### src/rtl/exc_pkg.sv
// Shared types and constants for the exception controller and its priority encoder.
package exc_pkg;

  localparam int NUM_IRQ  = 4;
  localparam int IRQ_ID_W = 2;

  localparam logic [3:0] ESR_NONE   = 4'b0000;
  localparam logic [3:0] ESR_EXTIRQ = 4'b0001;
  localparam logic [3:0] ESR_BADOP  = 4'b0010;

  typedef enum logic [1:0] {
    IDLE    = 2'd0,
    REQ     = 2'd1,
    HANDLER = 2'd2
  } exc_state_e;

  function automatic logic [NUM_IRQ-1:0] irq_onehot(input logic [IRQ_ID_W-1:0] id);
    return NUM_IRQ'(1) << id;
  endfunction

endpackage

### src/rtl/irq_prio_enc.sv
// Fixed-priority encoder: bit 0 wins, valid flags any pending request.
module irq_prio_enc
  import exc_pkg::*;
(
  input  logic [NUM_IRQ-1:0]  req,
  output logic                vld,
  output logic [IRQ_ID_W-1:0] idx
);

  always_comb begin
    vld = |req;
    idx = '0;
    // Scan from the lowest priority down so the lowest set bit is written last.
    for (int i = NUM_IRQ - 1; i >= 0; i--) begin
      if (req[i]) idx = IRQ_ID_W'(i);
    end
  end

endmodule

### src/rtl/exception_controller.sv
// Exception/interrupt entry controller: raises ExtIRQ, captures ELR/ESR on entry,
// acknowledges the serviced source and returns to IDLE on ERET.
module exception_controller
  import exc_pkg::*;
#(
  parameter int DATA_W = 64
) (
  input  logic                clk,
  input  logic                reset,
  input  logic [NUM_IRQ-1:0]  IrqReq,
  input  logic                ExcTaken,
  input  logic                ERet,
  input  logic [3:0]          EStatusIn,
  input  logic [DATA_W-1:0]   PCIn,
  output logic                ExtIRQ,
  output logic [NUM_IRQ-1:0]  IrqAck,
  output logic [DATA_W-1:0]   ELR,
  output logic [3:0]          ESR,
  output logic [IRQ_ID_W-1:0] IrqId,
  output logic                InHandler,
  output logic                NestErr
);

  exc_state_e          state, state_next;
  logic                irq_vld;
  logic [IRQ_ID_W-1:0] irq_idx;
  logic                capture, ack_fire, latch_id, nest_hit;

  irq_prio_enc u_prio (
    .req (IrqReq),
    .vld (irq_vld),
    .idx (irq_idx)
  );

  always_comb begin
    state_next = state;
    capture    = 1'b0;
    ack_fire   = 1'b0;
    latch_id   = 1'b0;
    nest_hit   = 1'b0;
    case (state)
      IDLE: begin
        // A committed exception takes precedence over a new interrupt request.
        if (ExcTaken) begin
          capture    = 1'b1;
          state_next = HANDLER;
        end else if (irq_vld) begin
          latch_id   = 1'b1;
          state_next = REQ;
        end
      end
      REQ: begin
        if (ExcTaken) begin
          capture    = 1'b1;
          ack_fire   = 1'b1;
          state_next = HANDLER;
        end
      end
      HANDLER: begin
        nest_hit = ExcTaken;
        if (ERet) state_next = IDLE;
      end
      default: state_next = IDLE;
    endcase
  end

  always_ff @(posedge clk or posedge reset) begin
    if (reset) begin
      state     <= IDLE;
      ExtIRQ    <= 1'b0;
      InHandler <= 1'b0;
      IrqAck    <= '0;
      ELR       <= '0;
      ESR       <= ESR_NONE;
      IrqId     <= '0;
      NestErr   <= 1'b0;
    end else begin
      state     <= state_next;
      ExtIRQ    <= (state_next == REQ);
      InHandler <= (state_next == HANDLER);
      IrqAck    <= ack_fire ? irq_onehot(IrqId) : '0;
      if (capture) begin
        ELR <= PCIn;
        ESR <= EStatusIn;
      end
      if (latch_id) IrqId <= irq_idx;
      if (nest_hit) NestErr <= 1'b1;
    end
  end

endmodule

### config.mk
export PLATFORM = sky130hd
export DESIGN_NAME = exception_controller
export DESIGN_NICKNAME = d
export VERILOG_FILES = /design/src/rtl/exc_pkg.sv /design/src/rtl/irq_prio_enc.sv /design/src/rtl/exception_controller.sv
export SDC_FILE = /design/constraint.sdc
export NUM_CORES = 1
export LEC_CHECK = 0
export BUFFER_PORTS_ARGS = -buffer_cell sky130_fd_sc_hd__buf_2
export CAP_MARGIN = 20
export CORE_MARGIN = 1.5
export CORE_UTILIZATION = 45
export DETAILED_ROUTE_END_ITERATION = 6
export GPL_ROUTABILITY_DRIVEN = 0
export HOLD_SLACK_MARGIN = 0.06
export PLACE_DENSITY = 0.78
export SKIP_LAST_GASP = 1
export SYNTH_ARGS = -nofsm -noshare
export SYNTH_HDL_FRONTEND = slang
export SYNTH_SLANG_ARGS = --single-unit
### constraint.sdc
create_clock -name clk -period 4 [get_ports clk]
set_clock_uncertainty 0.05 [all_clocks]
set_input_delay 0.8 -clock clk [delete_from_list [all_inputs] [get_ports clk]]
set_output_delay 0.8 -clock clk [all_outputs]
set_load 0.1 [all_outputs]
==> impl_metrics.env, run 1 <==
export IMPL_cts_buffers=9
export IMPL_power_switching_w=0.00183
export IMPL_grt_overflow_total=0
export IMPL_grt_use_met1_pct=19.3
export IMPL_io_buffer_count=152
export IMPL_cts_resized=0
export IMPL_seq_area_frac_synth_pct=59.7
export IMPL_required_ns=3.15
export IMPL_wl_per_cell_um=15.0
export IMPL_core_area_um2=7180
export IMPL_slew_violations=0
export IMPL_grt_use_total_pct=16.5
export IMPL_whs_ns=0.308
export IMPL_grt_pass1_vias=2027
export IMPL_diodes=0
export IMPL_power_internal_w=0.00173
export IMPL_cap_violations=0
export IMPL_grt_use_met2_pct=27.9
export IMPL_vias=2054
export IMPL_clk_path_buf_depth=2
export IMPL_p_seq_share_pct=30.0
export IMPL_cp_max_fo=5
export IMPL_post_cts_buffers=0
export IMPL_io_pins=153
export IMPL_p_sw_share_pct=51.4
export IMPL_leakagePower_nw=2.25
export IMPL_drt_iter0_markers=40
export IMPL_cp_data_arrival_time_ns=1.28
export IMPL_busiest_layer="met2"
export IMPL_dp_hpwl_um=4620
export IMPL_grt_max_degree=68
export IMPL_syn2layout_area_growth_pct=31.0
export IMPL_tightestPinTransition_ns=0.522
export IMPL_synthCells=181
export IMPL_die_x_um=88.8
export IMPL_cts_root_buf="clkbuf_8"
export IMPL_ant_nets=0
export IMPL_grt_pass1_wl_um=9660
export IMPL_rows=31
export IMPL_h_tree_depth=3
export IMPL_crit_slowest_cell="dfrtp_1"
export IMPL_p_clk_share_pct=18.7
export IMPL_grt_setup_unrepaired="false"
export IMPL_finalSetupTns_ns=0
export IMPL_worst_ir_drop_vdd_uv=411
export IMPL_fin_crit_ns=2.13
export IMPL_comb_power_share_pct=51.2
export IMPL_drive_above_1_share_pct=71.3
export IMPL_final_common_cell="buf_2"
export IMPL_nFillCells=590
export IMPL_synth_cell_types=19
export IMPL_path_clk_slew_ns=0.09
export IMPL_clock_latency_ns=0.33
export IMPL_syn_cell_area_um2=3310
export IMPL_cp_start_kind="flip-flop"
export IMPL_cp_num_buf_inv=1
export IMPL_synth_area_leaders="dfrtp_1, mux2_4, buf_12"
export IMPL_drc=0
export IMPL_fmax_mhz=469
export IMPL_cp_end_kind="primary output"
export IMPL_final_area_um2=4340
export IMPL_crit_family="flip-flops"
export IMPL_hp_class="in2async"
export IMPL_antenna_found_initial=0
export IMPL_synth_warnings=0
export IMPL_syn_nets=257
export IMPL_finalCritPeriodShare_pct=53.3
export IMPL_postPlaceCellArea_um2=4090
export IMPL_synth_top_area_share_pct=59.7
export IMPL_setup_worst_path_class="reg2out"
export IMPL_first_pass_iters=4
export IMPL_ys_seq_elements=79
export IMPL_maxSlewHeadroom_pct=65.2
export IMPL_avgSynthCellArea_um2=18.3
export IMPL_cts_hold_buf=0
export IMPL_outcome="finished, final reports clean"
export IMPL_crit_chain="buf_2"
export IMPL_die_area_um2=7880
export IMPL_most_common_layout_cells="buf_2, dfrtp_1, mux2_4"
export IMPL_grt_use_met3_pct=5.04
export IMPL_fin_nets=416
export IMPL_max_stage_delay_ns=0.47
export IMPL_die_y_um=88.8
export IMPL_total_power_w=0.00357
export IMPL_yosysTopAreaCell="dfrtp_1"
export IMPL_wl_um=6680
export IMPL_hold_viol_final=0
export IMPL_powerDensity_nw_per_um2=822
export IMPL_fin_cells=444
export IMPL_via_per_inst=4.63
export IMPL_cts_sinks=79
export IMPL_cts_tree="done"
export IMPL_initial_core_util_pct=46.2
export IMPL_dp_cells=427
export IMPL_finalSetupViolCount=0
synthesized netlist by cell type:
| master | count |
|---|---|
| nor3_2 | 2 |
| inv_1 | 3 |
| mux2_4 | 68 |
| or2b_1 | 1 |
| dfrtp_1 | 79 |
| buf_12 | 7 |
| o21a_1 | 2 |
| nand3_2 | 1 |
| nor2b_2 | 1 |
| o22ai_1 | 2 |
| a211oi_1 | 2 |
| o21bai_1 | 1 |
| nor2_1 | 3 |
| o21ai_0 | 2 |
| nor2b_1 | 2 |
| nand2_2 | 1 |
| buf_6 | 1 |
| a21oi_1 | 1 |
| nor3_1 | 2 |
area by class of cell:
| type | instances | area, um2 | share of cell area, % |
|---|---|---|---|
| Multi-Input combinational cell | 91 | 1180 | 27.1 |
| Inverter | 3 | 12.5 | 0.288 |
| Sequential cell | 79 | 1980 | 45.6 |
| Tap cell | 99 | 124 | 2.86 |
| Clock inverter | 5 | 80.1 | 1.85 |
| Timing Repair Buffer | 156 | 816 | 18.8 |
| Clock buffer | 11 | 151 | 3.49 |
worst paths after layout:
check	depth (start not counted)	slack, ns	start	endpoint
min in group clk	1	0.43	IrqId[1]$_DFFE_PP0P_	IrqAck[1]$_DFF_PP0_
worst max register to register	3	2.29	state[1]$_DFF_PP0_	ELR[16]$_DFFE_PP0P_
max in group asynchronous	4	2.86	reset	ELR[14]$_DFFE_PP0P_
worst min-delay path	2	0.31	reset	ELR[11]$_DFFE_PP0P_
worst min register to register	1	0.43	IrqId[1]$_DFFE_PP0P_	IrqAck[1]$_DFF_PP0_
worst max-delay path	1	1.87	IrqId[0]$_DFFE_PP0P_	IrqId[0]
cell families after synthesis:
| logic type | Yosys count | share of synthesized area (%) |
|---|---|---|
| DFF | 79 | 59.7 |
| muxes | 68 | 30.8 |
| and+or+nand+nor | 13 | 2.61 |
| buffers and inverters | 11 | 4.91 |
| AOI/OAI and AO/OA | 10 | 1.96 |
per-layer routing:
metal	routed length (um)	share of wire [%]
met1	2750	41
met2	3320	50
met3	504	7.5
met4	101	1.5
met5	0	0
power by group through the flow:
stage               logic (W)  registers [W]  clock network (W)
detailed placement    0.00183        0.00108                  0
global route          0.00188        0.00109           0.000725
floorplan            0.000355        0.00230                  0
finish                0.00183        0.00107           0.000669
global placement      0.00181        0.00108                  0
CTS                   0.00183        0.00107           0.000685
registers in the layout (all words and copies together), names as in the netlist:
name	count
ELR	64
ESR	4
ExtIRQ	1
InHandler	1
IrqAck	4
IrqId	2
NestErr	1
state	2
through the flow:
stage	util (%)	setup slack [ns]
after floorplan	-	1.13
after global placement	56.9	1.86
after detailed placement	56.9	1.84
after CTS	60.2	1.85
after global routing	60.5	1.82
final	60.5	1.87
(Power assumes the default switching activity.)
==> inputs of run 2 (changes only) <==
ABC_AREA = 1   (was unset)
CORE_UTILIZATION = 43   (was 45)
PLACE_DENSITY = 0.77   (was 0.78)
clock period = 1.9 ns   (was 4 ns; I/O delays follow)
==> run 2 against run 1 <==
Combinational power up 130%. Power grew 130%. Global-route usage increased by 1.1 points. Utilization down 2.1 points. Largest power group unchanged.
==> impl_metrics.env, run 2 <==
export IMPL_ys_seq_elements=79
export IMPL_fin_cells=599
export IMPL_diodes=0
export IMPL_outcome="finished, final reports clean"
export IMPL_post_cts_buffers=0
export IMPL_drt_iter0_markers=75
export IMPL_grt_max_degree=80
export IMPL_reg2reg_from="state[1]$_DFF_PP0_"
export IMPL_cts_root_buf="clkbuf_8"
export IMPL_cts_resized=0
export IMPL_finalSetupViolCount=0
export IMPL_r2r_cells=4
export IMPL_fin_crit_ns=1.64
export IMPL_leakagePower_nw=2.69
export IMPL_drc=0
export IMPL_wl_per_cell_um=12.2
export IMPL_synth_commonest_cells="nand2_1, dfrtp_1, nand2_4"
export IMPL_yosysTopAreaCell="dfrtp_1"
export IMPL_clock_latency_ns=0.33
export IMPL_cap_violations=0
export IMPL_synthCells=336
export IMPL_max_stage_delay_ns=0.45
export IMPL_seq_area_frac_synth_pct=55.8
export IMPL_finalSetupTns_ns=0
export IMPL_dp_cells=583
export IMPL_path_clk_slew_ns=0.08
export IMPL_fmax_mhz=610
export IMPL_cp_start_kind="flip-flop"
export IMPL_clk_path_buf_depth=2
export IMPL_synth_area_leaders="dfrtp_1, nand2_4, nand2_1"
export IMPL_crit_family="buffers and inverters"
export IMPL_top_regs="ELR: 64 flops, ESR: 4 flops, IrqAck: 4 flops"
export IMPL_syn_nets=412
export IMPL_avgSynthCellArea_um2=10.5
export IMPL_async_reset_ff_share_pct=100
export IMPL_required_ns=1.47
export IMPL_ant_nets=0
export IMPL_maxSlewHeadroom_pct=66.5
export IMPL_io_pins=153
export IMPL_first_pass_iters=4
export IMPL_synth_flop_cell="dfrtp_1"
export IMPL_cts_tree="done"
export IMPL_wl_um=7320
export IMPL_slew_violations=0
export IMPL_core_area_um2=7850
export IMPL_worst_ir_drop_vdd_uv=923
export IMPL_crit_chain="buf_2"
export IMPL_most_common_layout_cells="nand2_1, buf_2, dfrtp_1"
export IMPL_grt_use_met2_pct=30.0
export IMPL_grt_use_met1_pct=19.9
export IMPL_grt_use_met3_pct=5.66
export IMPL_synth_edf_count=0
export IMPL_io_buffer_count=152
export IMPL_hold_viol_final=0
export IMPL_nFillCells=698
export IMPL_drive_above_1_share_pct=48.9
export IMPL_grt_overflow_total=0
export IMPL_die_y_um=93.8
export IMPL_grt_setup_unrepaired="false"
export IMPL_cp_num_buf_inv=1
export IMPL_largest_register_ffs=64
export IMPL_synth_cell_types=18
export IMPL_initial_core_util_pct=45.1
export IMPL_synth_warnings=0
export IMPL_syn2layout_area_growth_pct=29.2
export IMPL_antenna_found_initial=0
export IMPL_fin_nets=568
export IMPL_yosysMostFrequentCell="nand2_1"
export IMPL_cp_end_kind="primary output"
export IMPL_powerDensity_nw_per_um2=1780
export IMPL_cts_buffers=9
export IMPL_die_area_um2=8790
export IMPL_hp_class="in2async"
export IMPL_synth_top_area_share_pct=55.8
export IMPL_busiest_layer="met2"
export IMPL_r2r_slack_ns=0.47
export IMPL_dp_hpwl_um=5360
export IMPL_grt_pass1_vias=2618
export IMPL_worstReg2RegEnd="IrqAck[2]$_DFF_PP0_"
export IMPL_cp_max_fo=5
export IMPL_vias=2657
export IMPL_h_tree_depth=3
export IMPL_syn_cell_area_um2=3540
export IMPL_top_register="ELR"
export IMPL_grt_use_total_pct=17.5
export IMPL_tightestPinTransition_ns=0.506
export IMPL_via_per_inst=4.44
export IMPL_grt_pass1_wl_um=11900
export IMPL_cts_sinks=79
export IMPL_rows=32
export IMPL_crit_slowest_cell="buf_2"
export IMPL_setup_worst_path_class="reg2out"
export IMPL_finalCritPeriodShare_pct=86.3
export IMPL_die_x_um=93.8
export IMPL_cts_hold_buf=0
export IMPL_cp_data_arrival_time_ns=1.21
## run 2: cell count changes in the layout (fill, tap and decap cells not counted), moves of 3 or more
| cell | previous run | this run |
|---|---|---|
| mux2_4 | 68 | 0 |
| inv_1 | 2 | 5 |
| nand2_4 | 0 | 52 |
| o31ai_1 | 0 | 4 |
| nand2_1 | 0 | 152 |
| inv_2 | 0 | 5 |
| nand3_1 | 0 | 3 |
| nand2_2 | 1 | 10 |
## run 2: area by class of cell
| class | count | area, um2 | area share [%] |
|---|---|---|---|
| repair buffers | 159 | 863 | 18.9 |
| clock buffers | 13 | 159 | 3.47 |
| inverters | 12 | 56.3 | 1.23 |
| well taps | 102 | 128 | 2.79 |
| flip-flops and latches | 79 | 1980 | 43.2 |
| multi-input cells | 231 | 1330 | 29.0 |
| clock inverters | 3 | 65.1 | 1.42 |
## run 2: cell families (layout without fill, tap and decap cells)
family / after synthesis / after routing / share of synthesized area, %
buffers and inverters: 26 / 187 / 6.68
AO/OA/AOI/OAI: 6 / 6 / 1.24
AND/OR/NAND/NOR: 225 / 225 / 36.3
flip-flops: 79 / 79 / 55.8
## run 2: per-stage QoR
step | util [%] | area, um2 | setup slack [ns] | hold slack (ns) | power, W
2_1_floorplan | - | 3550 | 0.492 | 0.416 | 0.00616
3_3_place_gp | 55.5 | 4350 | 0.498 | 0.398 | 0.00675
3_5_place_dp | 55.5 | 4350 | 0.426 | 0.410 | 0.00681
4_1_cts | 58.3 | 4580 | 0.237 | 0.103 | 0.00822
5_1_grt | 58.3 | 4580 | 0.202 | 0.0959 | 0.00847
6_report | 58.3 | 4580 | 0.261 | 0.0862 | 0.00812
## run 2: worst max path at each step
stage | start | end | slack (ns) | cells past startpoint
CTS | IrqId[0]$_DFFE_PP0P_ | IrqId[0] | 0.24 | 1
global placement | ExcTaken | ELR[21]$_DFFE_PP0P_ | 0.50 | 7
finish | IrqId[0]$_DFFE_PP0P_ | IrqId[0] | 0.26 | 1
floorplan | IrqId[0]$_DFFE_PP0P_ | IrqAck[1]$_DFF_PP0_ | 0.49 | 2
global route | IrqId[0]$_DFFE_PP0P_ | IrqId[0] | 0.20 | 1
detailed placement | ExcTaken | IrqAck[2]$_DFF_PP0_ | 0.43 | 6
## run 2: tightest hold or removal path, delay by kind of cell
family | cells | cell delay [ns]
buf+inv | 3 | 0.50
## run 2: routing by layer
layer / wire [um] / up-vias
met5: 0 / -
met4: 95 / 0
met3: 552 / 10
met2: 3710 / 94
met1: 2960 / 1230
li1: - / 1323
## run 2: power breakdown
part	switching, W	total (W)	internal (W)
logic	0.00360	0.00429	0.000687
registers	0.000383	0.00246	0.00208
clock network	0.000563	0.00137	0.000812
